==> src/rtl/cpu_pipe_pkg.sv <==
// Shared types and per-stage widths for the CPU pipeline latches.
// The state encoding is common to every pipe_stage_slice instance.
package cpu_pipe_pkg;

  typedef enum logic [1:0] {
    ST_EMPTY = 2'd0,
    ST_FULL  = 2'd1,
    ST_SKID  = 2'd2
  } pipe_state_e;

  // Widths used when the slice replaces the fixed IF/ID, ID/EX, EX/MEM, MEM/WB latches
  localparam int IFID_CTRL_W  = 4;
  localparam int IFID_DATA_W  = 96;
  localparam int IDEX_CTRL_W  = 12;
  localparam int IDEX_DATA_W  = 224;
  localparam int EXMEM_CTRL_W = 8;
  localparam int EXMEM_DATA_W = 160;
  localparam int MEMWB_CTRL_W = 4;
  localparam int MEMWB_DATA_W = 96;

endpackage

==> src/rtl/pipe_sat_counter.sv <==
// Saturating event counter with synchronous clear (clear beats increment).
module pipe_sat_counter #(
  parameter int CNT_W = 16
) (
  input  logic             clk,
  input  logic             rst,
  input  logic             inc,
  input  logic             clr,
  output logic [CNT_W-1:0] cnt
);

  // Count up to all-ones and stick there until cleared
  always_ff @(posedge clk or posedge rst) begin
    if (rst) begin
      cnt <= {CNT_W{1'b0}};
    end else if (clr) begin
      cnt <= {CNT_W{1'b0}};
    end else if (inc && (cnt != {CNT_W{1'b1}})) begin
      cnt <= cnt + {{(CNT_W-1){1'b0}}, 1'b1};
    end else begin
      cnt <= cnt;
    end
  end

endmodule

==> src/rtl/pipe_stage_slice.sv <==
// Reusable pipeline stage register: valid/ready handshake, hold, flush,
// optional 2-entry skid buffer, control zeroing on bubbles and perf counters.
module pipe_stage_slice
  import cpu_pipe_pkg::*;
#(
  parameter int DATA_W = 64,
  parameter int CTRL_W = 8,
  parameter int SKID   = 1,
  parameter int CNT_W  = 16
) (
  input  logic              clk,
  input  logic              rst,
  input  logic              up_valid,
  output logic              up_ready,
  input  logic [CTRL_W-1:0] up_ctrl,
  input  logic [DATA_W-1:0] up_data,
  output logic              dn_valid,
  input  logic              dn_ready,
  output logic [CTRL_W-1:0] dn_ctrl,
  output logic [DATA_W-1:0] dn_data,
  input  logic              hold,
  input  logic              flush,
  input  logic              cnt_clr,
  output logic [CNT_W-1:0]  stall_cnt,
  output logic [CNT_W-1:0]  bubble_cnt
);

  pipe_state_e       state, stateNext;
  logic [CTRL_W-1:0] mainCtrl, mainCtrlNext, skidCtrl, skidCtrlNext;
  logic [DATA_W-1:0] mainData, mainDataNext, skidData, skidDataNext;
  logic              iv, upFire, dnFire;

  assign iv       = (state != ST_EMPTY);
  assign dn_valid = iv & ~hold;
  assign dn_ctrl  = dn_valid ? mainCtrl : {CTRL_W{1'b0}};
  assign dn_data  = mainData;
  assign upFire   = up_valid & up_ready;
  assign dnFire   = dn_valid & dn_ready;

  // With the skid buffer, up_ready comes from state alone so no ready path crosses the stage
  if (SKID != 0) begin : gSkidReady
    assign up_ready = (state != ST_SKID) & ~hold & ~rst;
  end else begin : gCombReady
    assign up_ready = ~hold & (~iv | dn_ready) & ~rst;
  end

  // Next-state and entry load selection; flush discards any same-cycle accept
  always_comb begin
    stateNext    = state;
    mainCtrlNext = mainCtrl;
    mainDataNext = mainData;
    skidCtrlNext = skidCtrl;
    skidDataNext = skidData;
    if (flush) begin
      stateNext = ST_EMPTY;
    end else begin
      case (state)
        ST_EMPTY: begin
          if (upFire) begin
            stateNext    = ST_FULL;
            mainCtrlNext = up_ctrl;
            mainDataNext = up_data;
          end else begin
            stateNext = ST_EMPTY;
          end
        end
        ST_FULL: begin
          if (upFire && dnFire) begin
            stateNext    = ST_FULL;
            mainCtrlNext = up_ctrl;
            mainDataNext = up_data;
          end else if (dnFire) begin
            stateNext = ST_EMPTY;
          end else if (upFire && (SKID != 0)) begin
            stateNext    = ST_SKID;
            skidCtrlNext = up_ctrl;
            skidDataNext = up_data;
          end else begin
            stateNext = ST_FULL;
          end
        end
        ST_SKID: begin
          if (dnFire) begin
            stateNext    = ST_FULL;
            mainCtrlNext = skidCtrl;
            mainDataNext = skidData;
          end else begin
            stateNext = ST_SKID;
          end
        end
        default: begin
          stateNext = ST_EMPTY;
        end
      endcase
    end
  end

  // State and entry registers
  always_ff @(posedge clk or posedge rst) begin
    if (rst) begin
      state    <= ST_EMPTY;
      mainCtrl <= {CTRL_W{1'b0}};
      mainData <= {DATA_W{1'b0}};
      skidCtrl <= {CTRL_W{1'b0}};
      skidData <= {DATA_W{1'b0}};
    end else begin
      state    <= stateNext;
      mainCtrl <= mainCtrlNext;
      mainData <= mainDataNext;
      skidCtrl <= skidCtrlNext;
      skidData <= skidDataNext;
    end
  end

  pipe_sat_counter #(.CNT_W(CNT_W)) uStallCnt (
    .clk (clk),
    .rst (rst),
    .inc (iv & ~(dn_ready & ~hold)),
    .clr (cnt_clr),
    .cnt (stall_cnt)
  );

  pipe_sat_counter #(.CNT_W(CNT_W)) uBubbleCnt (
    .clk (clk),
    .rst (rst),
    .inc (~dn_valid),
    .clr (cnt_clr),
    .cnt (bubble_cnt)
  );

endmodule
==> config.mk <==
export PLATFORM = sky130hd
export DESIGN_NAME = pipe_stage_slice
export DESIGN_NICKNAME = d
export VERILOG_FILES = /design/src/rtl/cpu_pipe_pkg.sv /design/src/rtl/pipe_sat_counter.sv /design/src/rtl/pipe_stage_slice.sv
export SDC_FILE = /design/constraint.sdc
export NUM_CORES = 1
export LEC_CHECK = 0
export BUFFER_PORTS_ARGS = -buffer_cell sky130_fd_sc_hd__clkbuf_2
export CORE_ASPECT_RATIO = 0.75
export CORE_MARGIN = 1
export CORE_UTILIZATION = 45
export CTS_CLUSTER_DIAMETER = 120
export CTS_CLUSTER_SIZE = 25
export DETAILED_ROUTE_END_ITERATION = 7
export PLACE_DENSITY_LB_ADDON = 0.15
export SKIP_LAST_GASP = 1
export SLEW_MARGIN = 40
export SYNTH_ARGS = -nofsm -noshare
export SYNTH_HDL_FRONTEND = slang
export SYNTH_HIERARCHICAL = 1
export SYNTH_SLANG_ARGS = --single-unit
export TNS_END_PERCENT = 50
==> constraint.sdc <==
create_clock -name clk -period 5.4 [get_ports clk]
set_clock_uncertainty 0.1 [all_clocks]
set_input_delay 1.08 -clock clk [delete_from_list [all_inputs] [get_ports clk]]
set_output_delay 1.08 -clock clk [all_outputs]
set_load 0.01 [all_outputs]
# After elaboration in Yosys (flattened, before gate mapping)
# Cells that the tools add are included.
# Widths: inputs -> output; s select.
# op_classes
muxes	20
n_reduce_logical	10
bitwise_logic	14
add_sub_neg	2
eq_ne	8
# op_table
op	count
$mux 64	3
$pmux 64 s3	1
$mux 16	4
$add 16x1->16 const B	2
$mux 8	4
$ne 16x16->1 const B	2
$pmux 8 s3	1
$mux 2	5
$reduce_and 5->1	2
$ne 2x2->1 const B	4
$and 1x1->1	7
$not 1->1	7
$pmux 2 s3	1
$reduce_bool 2->1	3
$logic_and 1x1->1	3
$reduce_bool 3->1	1
$eq 2x1->1 const B	1
$eq 2x2->1 const B	1
$logic_not 2->1	1
$mux 1	1
# word_totals
output_inout_bits	106
reg_bits	178
input_bits	79
wordCells	61

# Logic depth before layout (Yosys ltp)
# Gate-level depths: netlist of the first run.
# logic_depth
word_depth	9
mapped_depth	11
ltp_nobuf	8

# Cells and area by module
# Netlist of the first run, hierarchy kept.
# modules_own_cells
module	seq_area_each_um2	n_inst	cells_per_inst	area_each_um2
pipe_stage_slice	3653.5	1	424	6518.8
pipe_sat_counter	400.4	2	101	932.1

# Worst setup path before layout of the first run
# No wires, ideal clock.
# synth_path
kind	input to register
from	input port hold
to	register mainData[0] (netlist: dn_data[0])
slack_ps	2074
t_required_ps	5175
path_buffers	2
setup_time_ps	125
t_arrival_ps	3101
cell_stages	9
cell_sequence	or3b_1 -> buf_2 -> nor2_1 -> ha_1 -> nor2b_1 -> o22a_1 -> a211oi_2 -> buf_2 -> mux2_2
# synth_via
elab_chain_cells	7
# synth_rtl
item	line_no	source
start: declaration	pipe_stage_slice.sv:21	input logic hold,
$not 1->1 *	pipe_stage_slice.sv:34, pipe_stage_slice.sv:42	
$and 1x1->1 (2 in series)	pipe_stage_slice.sv:42	assign up_ready = (state != ST_SKID) & ~hold & ~rst;
$and 1x1->1	pipe_stage_slice.sv:37	assign upFire = up_valid & up_ready;
$logic_and 1x1->1	pipe_stage_slice.sv:68	if (upFire && dnFire) begin
$ne 2x2->1 (no source line)	-	
$reduce_and 5->1 (no source line) *	-	
end signal: assignment	pipe_stage_slice.sv:103	mainData <= {DATA_W{1'b0}};
end signal: assignment	pipe_stage_slice.sv:109	mainData <= mainDataNext;
end: declaration	pipe_stage_slice.sv:30	logic [DATA_W-1:0] mainData, mainDataNext, skidData, skidDataNext;
# Every way passes the cells marked *; elsewhere a longest branch is shown, timed or not.
# A chain may end at the register's enable or synchronous reset.

# Worst setup path after layout of the first run
# layout_path
from	input port rst
to	register mainData[35] (netlist: dn_data[35])
# layout_via
elab_chain_cells	6
# layout_rtl
item	line_no	source
start: declaration	pipe_stage_slice.sv:12	input logic rst,
$not 1->1 *	pipe_stage_slice.sv:42	
$and 1x1->1 *	pipe_stage_slice.sv:42	
$and 1x1->1 *	pipe_stage_slice.sv:37	
$logic_and 1x1->1	pipe_stage_slice.sv:68	
$ne 2x2->1 (no source line)	-	
$reduce_and 5->1 (no source line) *	-	
# Marked as above.

==> metrics.csv, run 1 <==
stage;metric;value;unit
synthesis;Post-Syn Nets;709;
pwr;pwr dens;350;mW/mm2
cells_and_area;NumNets Final;883;
sta;Slew Limit Headroom;47.0;%
pwr;LEAKAGE;4.58;nW
global_route;largest net degree at the start of global routing;108;
clock_tree;H-tree depth;4;
setup_path;crit path capture type;flip-flop;
placed_design;PortBufs;184;
setup_path;Max stage delay on crit path;0.49;ns
synthesis;EDFF count, synth;0;
route;top sig layer;met4;
synthesis;Post-synth top flop;dfrtp_1;
floorplanning;Die Area;0.0192;mm2
synthesis;Synth top cells by count;207 x mux2_2, 178 x dfrtp_1, 26 x a21oi_1;
clock_tree;CTS sink count;178;
global_route;Global Route Usage Sum;19.9;%
clock_tree;Setup Buffers After CTS;0;
sta;setup TNS;0;ns
synthesis;Yosys cell types;38;
floorplanning;I/O pins;185;
clock_tree;CTS Root Cell;clkbuf_16;
placed_design;dpl cell area;0.00947;mm2
setup_path;Crit Path Category;in -> reg;
global_route;GR Overflow Total;0;
setup_path;slowest CP cell;or3b_1;
synthesis;Post-synth ARST share;100;%
placed_design;Placer Congestion;0.828;
route;routed wire length;18500;um
sta;unrepaired setup endpoints after global routing;no;
synthesis;Synth Warn #;6;
min_path;hold_sp;skidData[36];
synthesis;flops & latches, synth;178;
clock_tree;post-CTS sizing;0;
sta;Final period util;62.1;%
route;met2 wire len;8640;um
placed_design;dpl hpwl;12200;um
synthesis;most instantiated library cell after synthesis;mux2_2;
sta;final setup vio count;0;
synthesis;Post-Syn Area;0.00838;mm2
setup_path;critical path required time;5.60;ns
route;WL met1;8540;um
setup_path;RR Endpoint;skidData[5];
pwr;Pint;2.56;mW
clock_tree;CTS buffer count;17;
synthesis;synth top area cells;dfrtp_1 53%, mux2_2 28%, mux2_4 1.8%, a21oi_1 1.6%, or4_1 1.1%;
route;Vias/cell;5.42;
min_path;Hold Path Class;reg -> reg;
pwr;Net Sw Power;948;uW
synthesis;Mean Syn Cell Area;13.4;um2
clock_tree;clk_lat worst skew;0.42;ns
floorplanning;initial cell density of the core;46.8;%
cells_and_area;fin util;55.9;%
setup_path;flop2flop setup slack;2.52;ns
pwr;Reg power frac;48.4;%
route;wire length on met3;1080;um
sta;Final Hold Vio Count;0;
route;drt wl/cell;17.5;um
pwr;VDD IR-drop max;0.198;mV
cells_and_area;share of layout cells above drive strength 1;55.0;%
pwr;clock power share;33.7;%
setup_path;R2R depth;8;
setup_path;Worst Setup Start Kind;primary input;
global_route;first-pass GRT wire length;30300;um
clock_tree;clock transition at the registers of the reported paths;0.06;ns
clock_tree;Longest Clk Path Bufs;2;
flow_run;total of max-cap violations;0;
cells_and_area;P&R area growth vs syn;19.6;%
setup_path;r2r startpoint;state[1];
placed_design;Inst Count DP;1023;
sta;Max Clk Rate;298;MHz
floorplanning;die width;160;um
cells_and_area;fin area;0.0100;mm2
route;post-route ant nets;0;
route;drt pass-1 iters;5;
setup_path;Worst EP arrival;3.55;ns
floorplanning;Core ar.;0.0179;mm2
run_status;outcome;completed;
global_route;vias in the first global route;5855;
sta;max-slew violation count;0;
setup_path;CP Max Fanout;72;
min_path;Hold Path Cell Cnt;1;
cells_and_area;# fillers;1518;
min_path;Hold EP;skidData[36];
synthesis;Post-Syn Instances;626;
pwr;Comb power frac;17.9;%
sta;Final min period;3.35;ns
route;number of DRC markers in iteration 0;322;
cells_and_area;Post-Layout Cell Count;1055;
route;# DRC;0;
synthesis;dominant cell type by area after synthesis;dfrtp_1;
floorplanning;Rows;42;
synthesis;Synth top area share;53.1;%
pwr;sw frac;27.0;%
route;vias post-DR;5713;
pwr;Design Power;3.51;mW
clock_tree;cts hold-fix bufs;0;
global_route;initial antenna violation count;0;
sta;actual slew at the worst max-slew pin;0.787;ns
setup_path;CP cell instances;clkbuf_2 -> or3b_1 -> nor2_1 -> ha_1 -> nor2b_1 -> o22a_1 -> a211oi_4 -> buf_12 -> mux2_2;
synthesis;register area share after synthesis;53.1;%
cells_and_area;ANT cells;0;
floorplanning;Die H;120;um
clock_tree;CTS tree;done;
area by class of cell:
cell class                 instances  area [um2]  area share, %
sequential                       178        4450           44.4
inverter                           9        41.3          0.412
multi-input combinational        406        3700           36.9
clock buffer                      21         450           4.49
clock inverter                    11         105           1.05
tap                              242         303           3.02
timing repair buffer             188         971           9.69
stage by stage:
stage          hold slack (ns)  worst slack (ns)
2_1_floorplan            0.352             0.297
3_3_place_gp             0.365              1.70
3_5_place_dp             0.375              1.62
4_1_cts                  0.391              2.06
5_1_grt                  0.412              1.92
6_report                 0.388              2.05
registers in the layout, indices dropped and copies added, names as in the netlist:
| name | count |
|---|---|
| skidCtrl | 8 |
| mainCtrl | 8 |
| skidData | 64 |
| uStallCnt/cnt | 16 |
| uBubbleCnt/cnt | 16 |
| dn_data | 64 |
| state | 2 |
placed cells by master, fill, tap and decap left out, types with 2 or more instances in the layout:
master and count:
nand4_1 8, or4_4 2, nand4_4 2, mux2i_1 2
and4_1 2, o31ai_1 11, inv_1 8, or3_1 12
clkbuf_16 17, a31oi_1 2, nor2b_1 8, and2_1 8
clkinvlp_4 4, or4_2 2, o21ai_0 12, or3_2 2
a21oi_1 26, mux2_2 207, nor2_1 12, nand2_1 15
clkbuf_1 3, buf_6 2, nand3_1 14, mux2_1 3
ha_1 4, nand2b_1 5, clkinv_2 2, nor3_1 9
mux2_4 10, dfrtp_1 178, or4_1 12, clkbuf_2 184
nor4_1 6, o41ai_1 4, inv_6 3
critical path: cells and delay by family:
kind	cells	cell delay, ns
multiplexers	1	0.39
AO/OA/AOI/OAI	2	0.51
adder cells (fa/ha/maj)	1	0.20
AND/OR/NAND/NOR	3	0.76
buffers and inverters	2	0.56
layer usage:
metal / vias up / GRT usage [%]
met5: - / 0
met4: 0 / 6.37
met3: 16 / 4.67
met2: 178 / 31.5
met1: 2868 / 27.2
li1: 2651 / -
cells by family (layout without fill, tap and decap cells):
| group | after synthesis | count (layout) | share of synthesized area (%) |
|---|---|---|---|
| adder cells (fa/ha/maj) | 4 | 4 | 0.597 |
| AO/OA/AOI/OAI | 57 | 57 | 4.07 |
| buffers and inverters | 42 | 229 | 2.94 |
| flip-flops | 178 | 178 | 53.1 |
| multiplexers | 222 | 222 | 30.2 |
| AND/OR/NAND/NOR | 123 | 123 | 9.01 |
power groups by stage:
stage	clock, mW	combinational (mW)	sequential [mW]
floorplan	0	0.302	1.77
global placement	0	0.615	1.71
detailed placement	0	0.637	1.72
CTS	1.21	0.639	1.70
global route	1.26	0.681	1.73
finish	1.18	0.628	1.70
worst max path at each step:
| stage | from | end | slack, ns | depth (start not counted) |
|---|---|---|---|---|
| floorplan | rst | dn_data[0] | 0.30 | 1 |
| global placement | rst | skidData[11] | 1.70 | 9 |
| detailed placement | rst | dn_data[47] | 1.62 | 9 |
| CTS | rst | dn_data[47] | 2.06 | 9 |
| global route | rst | dn_data[28] | 1.92 | 9 |
| finish | rst | dn_data[35] | 2.05 | 9 |
No activity file was read; power rests on OpenSTA's default activity.
==> run 2, diff against run 1 <==
==> constraint.sdc (replaced) <==
create_clock -name clk -period 3.3 [get_ports clk]
set_clock_uncertainty 0.1 [all_clocks]
set_input_delay 0.66 -clock clk [delete_from_list [all_inputs] [get_ports clk]]
set_output_delay 0.66 -clock clk [all_outputs]
set_load 0.01 [all_outputs]
==> run 2 against run 1 <==
  * Combinational power rose by 66%
  * Setup slack got worse by 1.5 ns
  * Sequential share of layout area is 0.62 points lower
  * First-iteration DRC count is 0.62% lower
  * Via count decreased by 0.19%
  * Clock power rose by 65%
  * Non-clock buffer count rose by 7
  * Wire length is 1.6% lower
==> metrics.csv, run 2 (synthesis results as in run 1) <==
stage;metric;value;unit;change
clock_tree;CTS sink count;178;;unchanged
global_route;Global Route Usage Sum;19.8;%;-0.16 points
min_path;Hold Path Class;in -> async;;
route;number of DRC markers in iteration 0;320;;-0.62%
clock_tree;clk_lat worst skew;0.42;ns;about the same
clock_tree;post-CTS sizing;0;;unchanged
cells_and_area;# fillers;1492;;-1.7%
cells_and_area;Post-Layout Cell Count;1062;;+0.66%
clock_tree;cts hold-fix bufs;0;;unchanged
route;Vias/cell;5.37;;-0.85%
floorplanning;Core ar.;0.0179;mm2;unchanged
clock_tree;H-tree depth;4;;unchanged
placed_design;PortBufs;184;;unchanged
floorplanning;die width;160;um;unchanged
sta;Final period util;83.9;%;
cells_and_area;most frequent cells in the layout;207 x mux2_2, 184 x clkbuf_2, 178 x dfrtp_1;;
clock_tree;Longest Clk Path Bufs;2;;unchanged
setup_path;slowest CP cell;buf_6;;
cells_and_area;share of layout cells above drive strength 1;55.6;%;+0.63 points
pwr;LEAKAGE;4.66;nW;+1.6%
route;drt pass-1 iters;4;;-1
setup_path;Worst EP arrival;2.01;ns;-1.54 ns
setup_path;CP Max Fanout;74;;+2.8%
global_route;largest net degree at the start of global routing;80;;-26%
floorplanning;Die Area;0.0192;mm2;unchanged
clock_tree;Setup Buffers After CTS;0;;unchanged
flow_run;total of max-cap violations;0;;unchanged
pwr;VDD IR-drop max;0.296;mV;+49%
sta;setup TNS;0;ns;unchanged
setup_path;WP buf/inv;2;;unchanged
sta;setup ws final;0.532;ns;-1.52 ns
sta;final setup vio count;0;;unchanged
cells_and_area;P&R area growth vs syn;21.3;%;
clock_tree;CTS Root Cell;clkbuf_16;;
placed_design;Inst Count DP;1029;;+0.59%
route;vias post-DR;5702;;-0.19%
route;post-route ant nets;0;;unchanged
cells_and_area;NumNets Final;890;;+0.79%
floorplanning;Die H;120;um;unchanged
floorplanning;initial cell density of the core;46.8;%;unchanged
floorplanning;I/O pins;185;;unchanged
sta;actual slew at the worst max-slew pin;0.782;ns;-0.00559 ns
global_route;GR Overflow Total;0;;unchanged
cells_and_area;ANT cells;0;;unchanged
setup_path;CP top delay family;buffers and inverters;;
placed_design;Placer Congestion;0.806;;-2.6%
route;drt wl/cell;17.1;um;-2.2%
run_status;outcome;completed;;
route;# DRC;0;;unchanged
sta;Final Hold Vio Count;0;;unchanged
sta;Slew Limit Headroom;47.9;%;+0.86 points
clock_tree;CTS buffer count;17;;unchanged
global_route;first-pass GRT wire length;30000;um;-0.75%
setup_path;crit path capture type;primary output;;
floorplanning;Rows;42;;unchanged
cells_and_area;most common cell after layout, fill and taps aside;mux2_2;;
placed_design;dpl hpwl;12400;um;+1.6%
global_route;initial antenna violation count;0;;unchanged
sta;Final min period;2.77;ns;
setup_path;critical path required time;2.54;ns;-3.06 ns
clock_tree;CTS tree;done;;
placed_design;Place WS;0.201;ns;-1.42 ns
sta;Max Clk Rate;361;MHz;
sta;unrepaired setup endpoints after global routing;no;;
global_route;vias in the first global route;5828;;-0.46%
clock_tree;clock transition at the registers of the reported paths;0.06;ns;about the same
setup_path;Crit Path Category;reg -> out;;
sta;max-slew violation count;0;;unchanged
pwr;pwr dens;567;mW/mm2;+62%
route;routed wire length;18200;um;-1.6%
setup_path;CP cell instances;nor2b_4 -> buf_6 -> nor3_1 -> clkbuf_2;;
cells_and_area;fin util;56.7;%;+0.79 points
setup_path;Worst Setup Start Kind;flip-flop;;
setup_path;Max stage delay on crit path;0.58;ns;+0.09 ns
[run 2: layout make-up]
class | instances | area (um2) | area share, %
sequential | 178 | 4450 | 43.8
multi-input combinational | 406 | 3700 | 36.4
timing repair buffer | 195 | 1090 | 10.8
clock buffer | 19 | 453 | 4.46
tap | 242 | 303 | 2.98
clock inverter | 13 | 126 | 1.24
inverter | 9 | 37.5 | 0.369
[run 2: metal layers]
metal / track usage [%] / part of all wire [%]
met5: 0 / 0
met4: 6.79 / 1.6
met3: 5.80 / 6.0
met2: 31.3 / 47
met1: 26.0 / 45
[run 2: path summary, 6_finish.rpt]
path                         startpoint                 end  slack [ns]  depth (start not counted)
setup / recovery               state[1]            up_ready        0.53                          4
hold / removal                      rst            state[0]        0.15                          2
setup reg to reg               state[1]  uBubbleCnt/cnt[13]        0.60                          7
hold reg to reg            skidData[34]        skidData[34]        0.40                          1
max in group asynchronous           rst          dn_data[6]        2.23                          3
min in group clk            up_data[33]        skidData[33]        0.38                          2
[run 2: where the power goes]
part | leakage, nW | internal, mW | switching, mW | total [mW]
Combinational | 2.08 | 0.562 | 0.476 | 1.04
Sequential | 2.30 | 2.57 | 0.204 | 2.77
Clock | 0.284 | 1.09 | 0.858 | 1.95
Total | 4.66 | 4.22 | 1.54 | 5.76
[run 2: through the flow]
step                hold slack [ns]  cell area [um2]  power [mW]
finish                        0.155            10200        5.76
CTS                           0.279            10100        5.85
global route                  0.152            10200        6.06
global placement              0.361             9560        3.80
floorplan                     0.352             8390        3.39
detailed placement            0.388             9570        3.86
